File: src/rtl/if_id_stage.sv
// IF/ID pipeline register with a one-entry skid buffer, bubble insertion and HALT detection.
// Optional performance counters (bubble_cnt, flush_cnt) are enabled with `define IF_ID_PERF_EN.
module if_id_stage #(
    parameter logic [15:0] NOP_INSTR = 16'h0800,
    parameter logic [4:0]  HALT_OPC  = 5'b00000
) (
    input  logic        clk,
    input  logic        rst,
    input  logic [15:0] instr_in,
    input  logic        imem_done,
    input  logic        imem_stall,
    input  logic [15:0] pc2_in,
    input  logic        flush,
    input  logic        stall_id,
    output logic [15:0] instr_out,
    output logic [15:0] pc2_out,
    output logic        valid_out,
    output logic        pause_PC,
`ifdef IF_ID_PERF_EN
    output logic [15:0] bubble_cnt,
    output logic [15:0] flush_cnt,
`endif
    output logic        halt
);

    typedef enum logic [1:0] {
        StRun,
        StWaitMem,
        StHalted
    } state_e;

    state_e      state_q, state_d;
    logic [15:0] instr_q, instr_d;
    logic [15:0] pc2_q, pc2_d;
    logic        valid_q, valid_d;
    logic        halt_q, halt_d;
    logic        skid_full_q, skid_full_d;
    logic [15:0] skid_instr_q, skid_instr_d;
    logic [15:0] skid_pc2_q, skid_pc2_d;

    logic [15:0] src_instr;
    logic [15:0] src_pc2;
    logic        src_avail;

    // A full skid always takes precedence over the live imem data.
    assign src_instr = skid_full_q ? skid_instr_q : instr_in;
    assign src_pc2   = skid_full_q ? skid_pc2_q : pc2_in;
    assign src_avail = skid_full_q | imem_done;

    always_comb begin
        state_d      = state_q;
        instr_d      = instr_q;
        pc2_d        = pc2_q;
        valid_d      = valid_q;
        halt_d       = halt_q;
        skid_full_d  = skid_full_q;
        skid_instr_d = skid_instr_q;
        skid_pc2_d   = skid_pc2_q;

        if (flush) begin
            state_d     = StRun;
            instr_d     = NOP_INSTR;
            valid_d     = 1'b0;
            halt_d      = 1'b0;
            skid_full_d = 1'b0;
        end else if (state_q != StHalted) begin
            if (stall_id) begin
                // Park an early-returned fetch; a full skid is never overwritten.
                if (imem_done && !skid_full_q) begin
                    skid_full_d  = 1'b1;
                    skid_instr_d = instr_in;
                    skid_pc2_d   = pc2_in;
                end
            end else if (src_avail) begin
                instr_d     = src_instr;
                pc2_d       = src_pc2;
                valid_d     = 1'b1;
                skid_full_d = 1'b0;
            end else begin
                instr_d = NOP_INSTR;
                valid_d = 1'b0;
            end

            if (!stall_id && src_avail && (src_instr[15:11] == HALT_OPC)) begin
                state_d = StHalted;
                halt_d  = 1'b1;
            end else if (state_q == StRun && imem_stall && !imem_done) begin
                state_d = StWaitMem;
            end else if (state_q == StWaitMem && imem_done) begin
                state_d = StRun;
            end
        end
    end

    always_ff @(posedge clk or negedge rst) begin
        if (!rst) begin
            state_q      <= StRun;
            instr_q      <= NOP_INSTR;
            pc2_q        <= 16'h0000;
            valid_q      <= 1'b0;
            halt_q       <= 1'b0;
            skid_full_q  <= 1'b0;
            skid_instr_q <= 16'h0000;
            skid_pc2_q   <= 16'h0000;
        end else begin
            state_q      <= state_d;
            instr_q      <= instr_d;
            pc2_q        <= pc2_d;
            valid_q      <= valid_d;
            halt_q       <= halt_d;
            skid_full_q  <= skid_full_d;
            skid_instr_q <= skid_instr_d;
            skid_pc2_q   <= skid_pc2_d;
        end
    end

    // Released during flush so the PC unit can load the jump target.
    assign pause_PC = ~flush & (stall_id | skid_full_q | (imem_stall & ~imem_done)
                                | (state_q == StHalted));

    assign instr_out = instr_q;
    assign pc2_out   = pc2_q;
    assign valid_out = valid_q;
    assign halt      = halt_q;

`ifdef IF_ID_PERF_EN
    logic        perf_bubble;
    logic [15:0] bubble_cnt_q;
    logic [15:0] flush_cnt_q;

    assign perf_bubble = ~flush & (state_q != StHalted) & ~stall_id & ~src_avail;

    always_ff @(posedge clk or negedge rst) begin
        if (!rst) begin
            bubble_cnt_q <= 16'h0000;
            flush_cnt_q  <= 16'h0000;
        end else begin
            if (perf_bubble && bubble_cnt_q != 16'hFFFF) begin
                bubble_cnt_q <= bubble_cnt_q + 16'h0001;
            end
            if (flush && flush_cnt_q != 16'hFFFF) begin
                flush_cnt_q <= flush_cnt_q + 16'h0001;
            end
        end
    end

    assign bubble_cnt = bubble_cnt_q;
    assign flush_cnt  = flush_cnt_q;
`endif

endmodule

File: config.mk
export PLATFORM = sky130hd
export DESIGN_NAME = if_id_stage
export DESIGN_NICKNAME = d
export VERILOG_FILES = /design/src/rtl/if_id_stage.sv
export SDC_FILE = /design/constraint.sdc
export NUM_CORES = 1
export LEC_CHECK = 0
export CAP_MARGIN = 30
export CORE_MARGIN = 3
export CORE_UTILIZATION = 35
export DETAILED_ROUTE_END_ITERATION = 8
export PLACE_DENSITY = 0.72
export SLEW_MARGIN = 20
export SYNTH_ARGS = -nofsm -noshare
export SYNTH_HDL_FRONTEND = slang
export SYNTH_SLANG_ARGS = --single-unit
File: constraint.sdc
create_clock -name clk -period 1.51 [get_ports clk]
set_input_delay 0.302 -clock clk [delete_from_list [all_inputs] [get_ports clk]]
set_output_delay 0.302 -clock clk [all_outputs]
set_load 0.02 [all_outputs]
==> results of run 1 <==
[registers in the layout (all words and copies together) (netlist names)]
signal	count
pc2_out	16
instr_out	16
valid_out	1
halt	1
skid_instr_q	16
skid_pc2_q	16
skid_full_q	1
state_q	2
[power groups by stage]
| stage | sequential, mW | clock, mW | combinational, mW |
|---|---|---|---|
| finish | 2.40 | 1.31 | 1.30 |
| global route | 2.45 | 1.44 | 1.39 |
| CTS | 2.39 | 1.35 | 1.28 |
| detailed placement | 2.42 | 0 | 1.17 |
| global placement | 2.40 | 0 | 1.14 |
| floorplan | 2.54 | 0 | 0.440 |
[layout by cell type (no fill, tap or decap), types with 5 or more instances in the layout]
master           netlist  routed
mux2_4                 0      21
dfrtp_1               68      67
a211oi_1              11      11
nor2_1                34      28
a21oi_1               19      15
clkbuf_8               0       9
dlygate4sd2_1          0      35
mux2i_1               19      19
buf_12                 0       5
clkdlybuf4s50_1        0      34
mux2_2                 7       7
nor2_2                 3       6
buf_6                  1       7
mux2_1                30       9
a22oi_1               11      11
buf_4                  2      24
[cell usage after synthesis]
| library cell | number | area share, % |
|---|---|---|
| a22oi_1 | 11 | 2.8 |
| a21o_1 | 2 | 0.50 |
| buf_6 | 1 | 0.38 |
| o211a_1 | 1 | 0.33 |
| a21oi_1 | 19 | 3.2 |
| buf_2 | 10 | 1.7 |
| dfstp_2 | 1 | 0.88 |
| nor2_2 | 3 | 0.63 |
| nor2_1 | 34 | 4.3 |
| mux2_1 | 30 | 11 |
| or4b_1 | 1 | 0.33 |
| a211o_1 | 1 | 0.29 |
| nor3_1 | 2 | 0.33 |
| a31oi_1 | 1 | 0.21 |
| mux2i_1 | 19 | 6.3 |
| nand3_2 | 1 | 0.33 |
| inv_1 | 1 | 0.12 |
| or2_2 | 1 | 0.21 |
| o22ai_1 | 1 | 0.21 |
| mux2_2 | 7 | 2.6 |
| clkbuf_1 | 2 | 0.25 |
| dfrtp_1 | 68 | 57 |
| nor2b_1 | 1 | 0.21 |
| buf_4 | 2 | 0.50 |
| or2_1 | 1 | 0.21 |
| nand2b_1 | 1 | 0.21 |
| o21a_1 | 1 | 0.25 |
| a211oi_1 | 11 | 2.8 |
| nor2b_4 | 1 | 0.46 |
| inv_2 | 1 | 0.12 |
| o41ai_2 | 1 | 0.54 |
| nor4_4 | 1 | 0.71 |
| a22o_1 | 1 | 0.29 |
[how the worst max path moves through the flow]
| stage | slack [ns] | end |
|---|---|---|
| final | -0.08 | halt |
| after global routing | -0.10 | skid_instr_q[15] |
| after CTS | -0.13 | pause_PC |
| after detailed placement | -0.41 | pause_PC |
| after global placement | -0.39 | pause_PC |
| after floorplan | 0.04 | pause_PC |
[critical path: cells and delay by family, from the launching register on]
kind / cells / cell delay, ns
buffers and inverters: 1 / 0.11
flip-flops: 1 / 0.43
AND/OR/NAND/NOR: 2 / 0.62
AO/OA/AOI/OAI: 2 / 0.31
[area by class of cell]
type / count / area share, %
flip-flops and latches: 69 / 38.04
multi-input cells: 153 / 29.56
repair buffers: 113 / 25.65
well taps: 105 / 2.890
clock buffers: 10 / 2.808
clock inverters: 6 / 0.8808
inverters: 2 / 0.1652
[repair_timing]
action,CTS,global route
setup endpoints to repair,86,57
gates cloned,5,0
endpoints found under the hold margin,22,0
buffers inserted,12,3
hold buffers,1,0
resized for setup,76,24
pin swaps,2,2
[routing by layer]
metal	wire length, microns	up-vias
li1	-	1075
met4	94	0
met1	3289	1149
met3	401	10
met5	0	-
met2	3637	67
[cell families after synthesis]
group                  count (synthesis)  share of synthesized area, %
buffers and inverters                 17                         3.043
muxes                                 56                         20.22
DFF                                   69                         57.57
and+or+nand+nor                       47                         7.879
AOI/OAI and AO/OA                     50                         11.30
[through the flow]
step	hold slack [ns]	power, mW	instance area [sq um]	setup WS, ns
after CTS	0.4042	5.016	4496	-0.1304
after detailed placement	0.2257	3.587	3998	-0.4051
after global routing	0.4336	5.275	4546	-0.1021
final	0.4049	5.017	4546	-0.07655
after floorplan	0.006409	2.981	3009	0.04078
after global placement	0.2252	3.543	3998	-0.3916
==> flow_metrics.env, run 1 <==
export IMPL_regToRegStartpoint="skid_full_q"
export IMPL_wl_microns=7422
export IMPL_cts_root_buf="clkbuf_8"
export IMPL_diodes=0
export IMPL_grt_pass1_wl_microns=12150
export IMPL_nets=386
export IMPL_fin_cells=458
export IMPL_dieArea_sq_um=9723
export IMPL_endpoint_kind="flop"
export IMPL_grt_use_met3_pct=4.034
export IMPL_setup_worst_path_start="skid_full_q"
export IMPL_avgViaCountPerCell=5.024
export IMPL_multi_input_area_sq_um=1344
export IMPL_power_density_nw_per_um2=1104
export IMPL_clk_pin_slew_worst_paths_ns=0.08
export IMPL_grt_overflow=0
export IMPL_vias=2301
export IMPL_drtPass1Iterations=4
export IMPL_rows=33
export IMPL_syn_nets=277
export IMPL_crit_chain="buf_6, or4b_4, nor3_4, a31oi_4, o41ai_2"
export IMPL_relSlewSlack_pct=77.98
export IMPL_drv_slew=0
export IMPL_worstPathMaxFanout=4
export IMPL_ys_ff_latch=69
export IMPL_cts_sinks=69
export IMPL_synth_area_per_cell_sq_um=12.56
export IMPL_switching_share_pct=30.26
export IMPL_p_seq_share_pct=47.9
export IMPL_hold_class="primary input to async pin"
export IMPL_core_area_sq_um=8258
export IMPL_cts_buffers_inserted=9
export IMPL_power_frac_clock_pct=26.2
export IMPL_leakagePower_nw=2.077
export IMPL_combinationalPowerShare_pct=25.9
export IMPL_die_w_microns=98.61
export IMPL_setup_tns_ns=-0.5930
export IMPL_die_y_microns=98.61
export IMPL_clock_skew_ns=0.008906
export IMPL_io_buffers=72
export IMPL_busiest_layer="met2"
export IMPL_start_kind="flop"
export IMPL_status="finished with violations"
export IMPL_r2r_cells=5
export IMPL_antenna_found_initial=0
export IMPL_dp_hpwl_microns=4478
export IMPL_use_met2_pct=25.69
export IMPL_worstPathRequired_ns=1.74
export IMPL_p_sw_mw=1.518
export IMPL_cpMaxStageDelayCell="or4b_4"
export IMPL_arrival_ns=1.81
export IMPL_max_vdd_ir_drop_mv=0.6745
export IMPL_dpl_cell_count=424
export IMPL_wire_per_inst_microns=16.21
export IMPL_cts_htree_levels=3
export IMPL_grtUsageMet1_pct=20.40
export IMPL_reg2reg_slack_ns=-0.08
export IMPL_yosysWarnings=0
export IMPL_grt_usage_pct=15.71
export IMPL_fmax_mhz=630.3
export IMPL_fillers=719
export IMPL_timing_rr_end="halt"
export IMPL_ys_types=33
export IMPL_antenna_left=0
export IMPL_finalWorstSetupSlack_ns=-0.07655
export IMPL_cts_tree="built"
export IMPL_ff_latch_area_sq_um=1729
export IMPL_first_iter_violations=59
export IMPL_synthCells=239
export IMPL_clockBufferDepth=2
export IMPL_grt_max_degree=34
export IMPL_internal_power_mw=3.499
export IMPL_crit_type="flop to flop"
export IMPL_ys_seq_area_share_pct=57.57
export IMPL_rsz0062_at_grt="true"
export IMPL_violations="negative setup slack"
export IMPL_worst_pin_slew_ns=0.3303
export IMPL_hold_viol=0
export IMPL_area_growth_syn_to_layout_pct=51.44
export IMPL_drv_cap=0
export IMPL_grt_pass1_vias=2410
export IMPL_period_share_pct=105.1
export IMPL_io_pins=73
export IMPL_final_util_pct=55.05
export IMPL_start_util_pct=36.35
export IMPL_finalSetupViolations=15
export IMPL_drive_above_1_share_pct=30.88
export IMPL_drc=0
export IMPL_critPathMaxStageDelay_ns=0.46
export IMPL_clk_latency_ns=0.34
export IMPL_gp_congestion=0.8254
export IMPL_period_needed_ns=1.587
export IMPL_syn_area_sq_um=3002
No activity file was read; power rests on OpenSTA's default activity.
==> run 2: changes to the inputs <==
--- a/config.mk
+++ b/config.mk
@@ -5,11 +5,11 @@
 export SDC_FILE = /design/constraint.sdc
 export NUM_CORES = 1
 export LEC_CHECK = 0
-export CAP_MARGIN = 30
 export CORE_MARGIN = 3
 export CORE_UTILIZATION = 35
 export DETAILED_ROUTE_END_ITERATION = 8
 export PLACE_DENSITY = 0.72
+export SETUP_SLACK_MARGIN = 0.4
 export SLEW_MARGIN = 20
 export SYNTH_ARGS = -nofsm -noshare
 export SYNTH_HDL_FRONTEND = slang
==> run 2 against run 1 <==
Effect of this change:
- the flow still finishes with violations (negative setup slack)
- clock power increased by 41%
- sequential share of layout area decreased by 3.4 points
- critical path depth decreased by 1
- via count increased by 2.2%
- final area increased by 9.9%
- maximum frequency increased by 0.85%
- combinational power increased by 30%
- register-to-register slack improved by 0.04 ns
==> flow_metrics.env, run 2 (synthesized netlist as in run 1, its figures left out) <==
export IMPL_io_buffers=72
export IMPL_drv_cap=0
export IMPL_period_share_pct=104.2
export IMPL_antenna_found_initial=0
export IMPL_hold_class="primary input to flop"
export IMPL_io_pins=73
export IMPL_grt_overflow=0
export IMPL_wl_microns=7984
export IMPL_relSlewSlack_pct=74.99
export IMPL_fmax_mhz=635.7
export IMPL_max_vdd_ir_drop_mv=0.6986
export IMPL_critPathMaxStageDelay_ns=0.45
export IMPL_crit_buf_inv=2
export IMPL_diodes=0
export IMPL_grt_max_degree=33
export IMPL_drc=0
export IMPL_start_kind="flop"
export IMPL_period_needed_ns=1.573
export IMPL_rows=33
export IMPL_cpMaxStageDelayCell="dfrtp_2"
export IMPL_violations="negative setup slack"
export IMPL_status="finished with violations"
export IMPL_leakagePower_nw=2.256
export IMPL_wire_per_inst_microns=17.02
export IMPL_grt_pass1_wl_microns=13190
export IMPL_vias=2351
export IMPL_grt_usage_pct=17.16
export IMPL_drv_slew=0
export IMPL_final_common_cell="dfrtp_1"
export IMPL_p_total_mw=5.971
export IMPL_setup_tns_ns=-1.288
export IMPL_dp_hpwl_microns=4449
export IMPL_worst_pin_slew_ns=0.3752
export IMPL_drive_above_1_share_pct=49.45
export IMPL_cts_htree_levels=3
export IMPL_dieArea_sq_um=9723
export IMPL_worstPathRequired_ns=1.21
export IMPL_grt_pass1_vias=2534
export IMPL_endpoint_kind="output port"
export IMPL_crit_chain="buf_4, a21oi_4, a21oi_4, buf_6"
export IMPL_clockBufferDepth=2
export IMPL_arrival_ns=1.27
export IMPL_crit_type="flop to output port"
export IMPL_drtPass1Iterations=5
export IMPL_clk_pin_slew_worst_paths_ns=0.08
export IMPL_avgViaCountPerCell=5.013
export IMPL_finalWorstSetupSlack_ns=-0.06310
export IMPL_cts_root_buf="clkbuf_8"
export IMPL_antenna_left=0
export IMPL_cts_buffers_inserted=9
export IMPL_cpMostUsedCell="a21oi_4"
export IMPL_start_util_pct=36.35
export IMPL_area_growth_syn_to_layout_pct=66.36
export IMPL_die_w_microns=98.61
export IMPL_rsz0062_at_grt="true"
export IMPL_die_y_microns=98.61
export IMPL_clk_latency_ns=0.34
export IMPL_crit_family="flip-flops"
export IMPL_cts_tree="built"
export IMPL_nets=397
export IMPL_clock_skew_ns=0.008315
export IMPL_cts_sinks=69
export IMPL_hold_viol=0
export IMPL_mostFrequentLayoutCells="dfrtp_1 (67), buf_6 (40), clkdlybuf4s50_1 (33), buf_4 (33), mux2_4 (30)"
export IMPL_finalSetupViolations=34
export IMPL_worstPathMaxFanout=5
export IMPL_core_area_sq_um=8258
export IMPL_power_density_nw_per_um2=1196
export IMPL_fillers=658
export IMPL_gp_congestion=0.7388
export IMPL_first_iter_violations=26
run 2: report_power, final:
group,switching (mW),internal (mW)
combinational,0.680,1.01
clock,0.710,1.14
sequential,0.238,2.20
run 2: routing by layer:
metal / up-vias / wire, microns / GRT usage (%)
met3: 12 / 355 / 4.176
li1: 1104 / - / -
met5: - / 0 / 0
met4: 0 / 120 / 5.882
met1: 1172 / 3503 / 22.82
met2: 63 / 4004 / 27.56
run 2: stage by stage:
stage               setup slack, ns  instance area [sq um]  std cells  hold WS, ns  util, %
floorplan                    0.1001                   3073        239     0.006409        -
global placement            -0.3855                   3985        419       0.2447    48.26
detailed placement          -0.4101                   3985        419       0.2485    48.26
CTS                        -0.04612                   4765        454       0.4270    57.70
global route                -0.1112                   4994        469       0.4144    60.47
finish                     -0.06310                   4994        469       0.4076    60.47
run 2: worst paths after layout:
check / startpoint / to / slack (ns) / cells past startpoint
max: skid_full_q / pause_PC / -0.06 / 4
min: stall_id / halt / 0.41 / 3
max reg2reg: state_q[1] / skid_pc2_q[5] / -0.04 / 6
min reg2reg: skid_pc2_q[2] / skid_pc2_q[2] / 0.51 / 1
max in group asynchronous: rst / instr_out[4] / 0.58 / 3
min in group asynchronous: rst / instr_out[12] / 0.42 / 2
run 2: cell type report:
| class | instances | area [sq um] | share of cell area, % |
|---|---|---|---|
| inverters | 2 | 7.507 | 0.1503 |
| flip-flops and latches | 69 | 1729 | 34.63 |
| well taps | 105 | 131.4 | 2.631 |
| multi-input cells | 153 | 1496 | 29.97 |
| repair buffers | 124 | 1381 | 27.66 |
| clock inverters | 6 | 110.1 | 2.205 |
| clock buffers | 10 | 137.6 | 2.756 |
run 2: timing repair:
action | 4_1_cts | 5_1_grt
endpoints found under the setup margin | 104 | 104
setup buffers | 12 | 14
hold buffers | 1 | 0
pin swaps | 4 | 6
resized for setup | 273 | 22
endpoints found under the hold margin | 25 | 0
gates cloned | 6 | 1
run 2: worst min-delay path, cell delays in order:
cell and delay, ns:
dlymetal6s2s_1 0.17, buf_6 0.16, o41ai_2 0.07
==> run 3: changes to the inputs <==
--- a/config.mk
+++ b/config.mk
@@ -5,10 +5,13 @@
 export SDC_FILE = /design/constraint.sdc
 export NUM_CORES = 1
 export LEC_CHECK = 0
+export CORE_ASPECT_RATIO = 1.1
 export CORE_MARGIN = 3
 export CORE_UTILIZATION = 35
+export CTS_CLUSTER_SIZE = 12
 export DETAILED_ROUTE_END_ITERATION = 8
 export PLACE_DENSITY = 0.72
+export REMOVE_ABC_BUFFERS = 1
 export SETUP_SLACK_MARGIN = 0.4
 export SLEW_MARGIN = 20
 export SYNTH_ARGS = -nofsm -noshare
==> run 3 against run 2 <==
Effect of this change:
- the flow still finishes with violations (negative setup slack)
- critical path depth grew 2
- sequential share of layout area shrank 1.2 points
- final cell count grew 3.6%
- clock-buffer cell count is the same
- critical endpoint is now skid_instr_q[11]
==> flow_metrics.env, run 3 (synthesized netlist as in run 1, its figures left out) <==
export IMPL_dpl_worst_slack_ns=-0.4627
export IMPL_nets=411
export IMPL_cts_htree_levels=3
export IMPL_power_frac_clock_pct=28.8
export IMPL_endpoint_kind="flop"
export IMPL_violations="negative setup slack"
export IMPL_die_w_microns=94.30
export IMPL_mostFrequentLayoutCells="dfrtp_1 (67), buf_6 (43), buf_4 (40), mux2_4 (34), clkdlybuf4s50_1 (34)"
export IMPL_cts_root_buf="clkbuf_8"
export IMPL_worstPathMaxFanout=8
export IMPL_holdWs_ns=0.4692
export IMPL_max_vdd_ir_drop_mv=0.6641
export IMPL_dpl_cell_count=429
export IMPL_area_growth_syn_to_layout_pct=72.49
export IMPL_cts_sinks=69
export IMPL_status="finished with violations"
export IMPL_fillers=586
export IMPL_arrival_ns=1.79
export IMPL_worstPathRequired_ns=1.73
export IMPL_setup_tns_ns=-1.258
export IMPL_wl_microns=8593
export IMPL_grt_overflow=0
export IMPL_combinationalPowerShare_pct=29.3
export IMPL_p_seq_share_pct=41.9
export IMPL_grt_max_degree=36
export IMPL_clock_skew_ns=0.006983
export IMPL_fmax_mhz=637.2
export IMPL_core_area_sq_um=8125
export IMPL_wire_per_inst_microns=17.68
export IMPL_drv_cap=0
export IMPL_period_needed_ns=1.569
export IMPL_diodes=0
export IMPL_clk_latency_ns=0.34
export IMPL_clockBufferDepth=2
export IMPL_cts_tree="built"
export IMPL_period_share_pct=103.9
export IMPL_clk_pin_slew_worst_paths_ns=0.08
export IMPL_leakagePower_nw=2.348
export IMPL_drv_slew=0
export IMPL_power_density_nw_per_um2=1126
export IMPL_antenna_found_initial=0
export IMPL_drtPass1Iterations=4
export IMPL_internal_power_mw=4.195
export IMPL_p_sw_mw=1.635
export IMPL_first_iter_violations=62
export IMPL_cts_buffers_inserted=9
export IMPL_relSlewSlack_pct=67.64
export IMPL_crit_type="flop to flop"
export IMPL_die_y_microns=103.1
export IMPL_avgViaCountPerCell=4.930
export IMPL_fin_cells=486
export IMPL_dp_hpwl_microns=4668
export IMPL_antenna_left=0
export IMPL_start_util_pct=36.94
export IMPL_finalWorstSetupSlack_ns=-0.05946
export IMPL_rows=34
export IMPL_final_common_cell="dfrtp_1"
export IMPL_vias=2396
export IMPL_start_kind="flop"
export IMPL_grt_pass1_vias=2399
export IMPL_hold_viol=0
export IMPL_io_buffers=72
export IMPL_finalSetupViolations=35
export IMPL_dieArea_sq_um=9724
export IMPL_rsz0062_at_grt="true"
export IMPL_grt_pass1_wl_microns=12230
export IMPL_drive_above_1_share_pct=54.76
export IMPL_drc=0
export IMPL_io_pins=73
export IMPL_r2r_cells=6
export IMPL_hold_class="primary input to async pin"
export IMPL_worst_pin_slew_ns=0.4854
export IMPL_gp_congestion=0.7707
export IMPL_switching_share_pct=28.04
export IMPL_grt_usage_pct=16.75
run 3: cell types whose count changed in the layout (fill, tap and decap cells not counted), moves of 5 or more:
| cell | change |
|---|---|
| a211oi_2 | +11 |
| a22oi_1 | -11 |
| a21oi_1 | +5 |
| a211oi_1 | -11 |
| buf_4 | +7 |
| nor2_4 | -6 |
| a22oi_2 | +11 |
run 3: layer usage:
layer	part of all wire [%]	GRT usage [%]
met1	45	21.29
met2	51	27.62
met3	4.0	3.577
met4	0.40	7.333
met5	0	0
run 3: worst paths after layout:
path	start	endpoint	slack [ns]
hold reg to reg	valid_out	valid_out	0.50
max in group asynchronous	rst	skid_pc2_q[0]	0.51
hold / removal	rst	instr_out[13]	0.47
min in group clk	valid_out	valid_out	0.50
setup / recovery	state_q[1]	skid_instr_q[11]	-0.06
setup reg to reg	state_q[1]	skid_instr_q[11]	-0.06
run 3: critical path, cell delays in order, from the launching register on:
cell       delay [ns]
dfrtp_1          0.39
nor2b_4          0.14
buf_6            0.13
nor2_4           0.11
nand3_4          0.16
clkbuf_16        0.22
mux2_4           0.30
run 3: area by class of cell:
cell class | count | area, sq um | share of cell area (%)
Sequential cell | 69 | 1729 | 33.40
Timing Repair Buffer | 138 | 1550 | 29.94
Multi-Input combinational cell | 153 | 1531 | 29.58
Clock buffer | 10 | 137.6 | 2.658
Tap cell | 108 | 135.1 | 2.610
Clock inverter | 6 | 86.33 | 1.667
Inverter | 2 | 7.507 | 0.1450
run 3: power groups by stage:
stage	clock (mW)	sequential, mW	combinational, mW
after floorplan	0	2.56	0.399
after global placement	0	2.39	1.16
after detailed placement	0	2.41	1.18
after CTS	1.72	2.43	1.40
after global routing	1.82	2.48	1.83
final	1.68	2.44	1.71
run 3: timing repair:
item / in CTS / in global routing
hold buffers: 1 / 0
pin swaps: 16 / 8
setup endpoints to repair: 104 / 104
gates resized for setup: 262 / 51
setup buffers: 16 / 15
endpoints found under the hold margin: 32 / 0
gates cloned: 6 / 3
run 3: stage by stage:
stage / area (sq um) / utilization (%) / power (mW)
floorplan: 2918 / - / 2.955
global placement: 4010 / 49.35 / 3.550
detailed placement: 4010 / 49.35 / 3.592
CTS: 4770 / 58.70 / 5.552
global route: 5177 / 63.72 / 6.130
finish: 5177 / 63.72 / 5.830
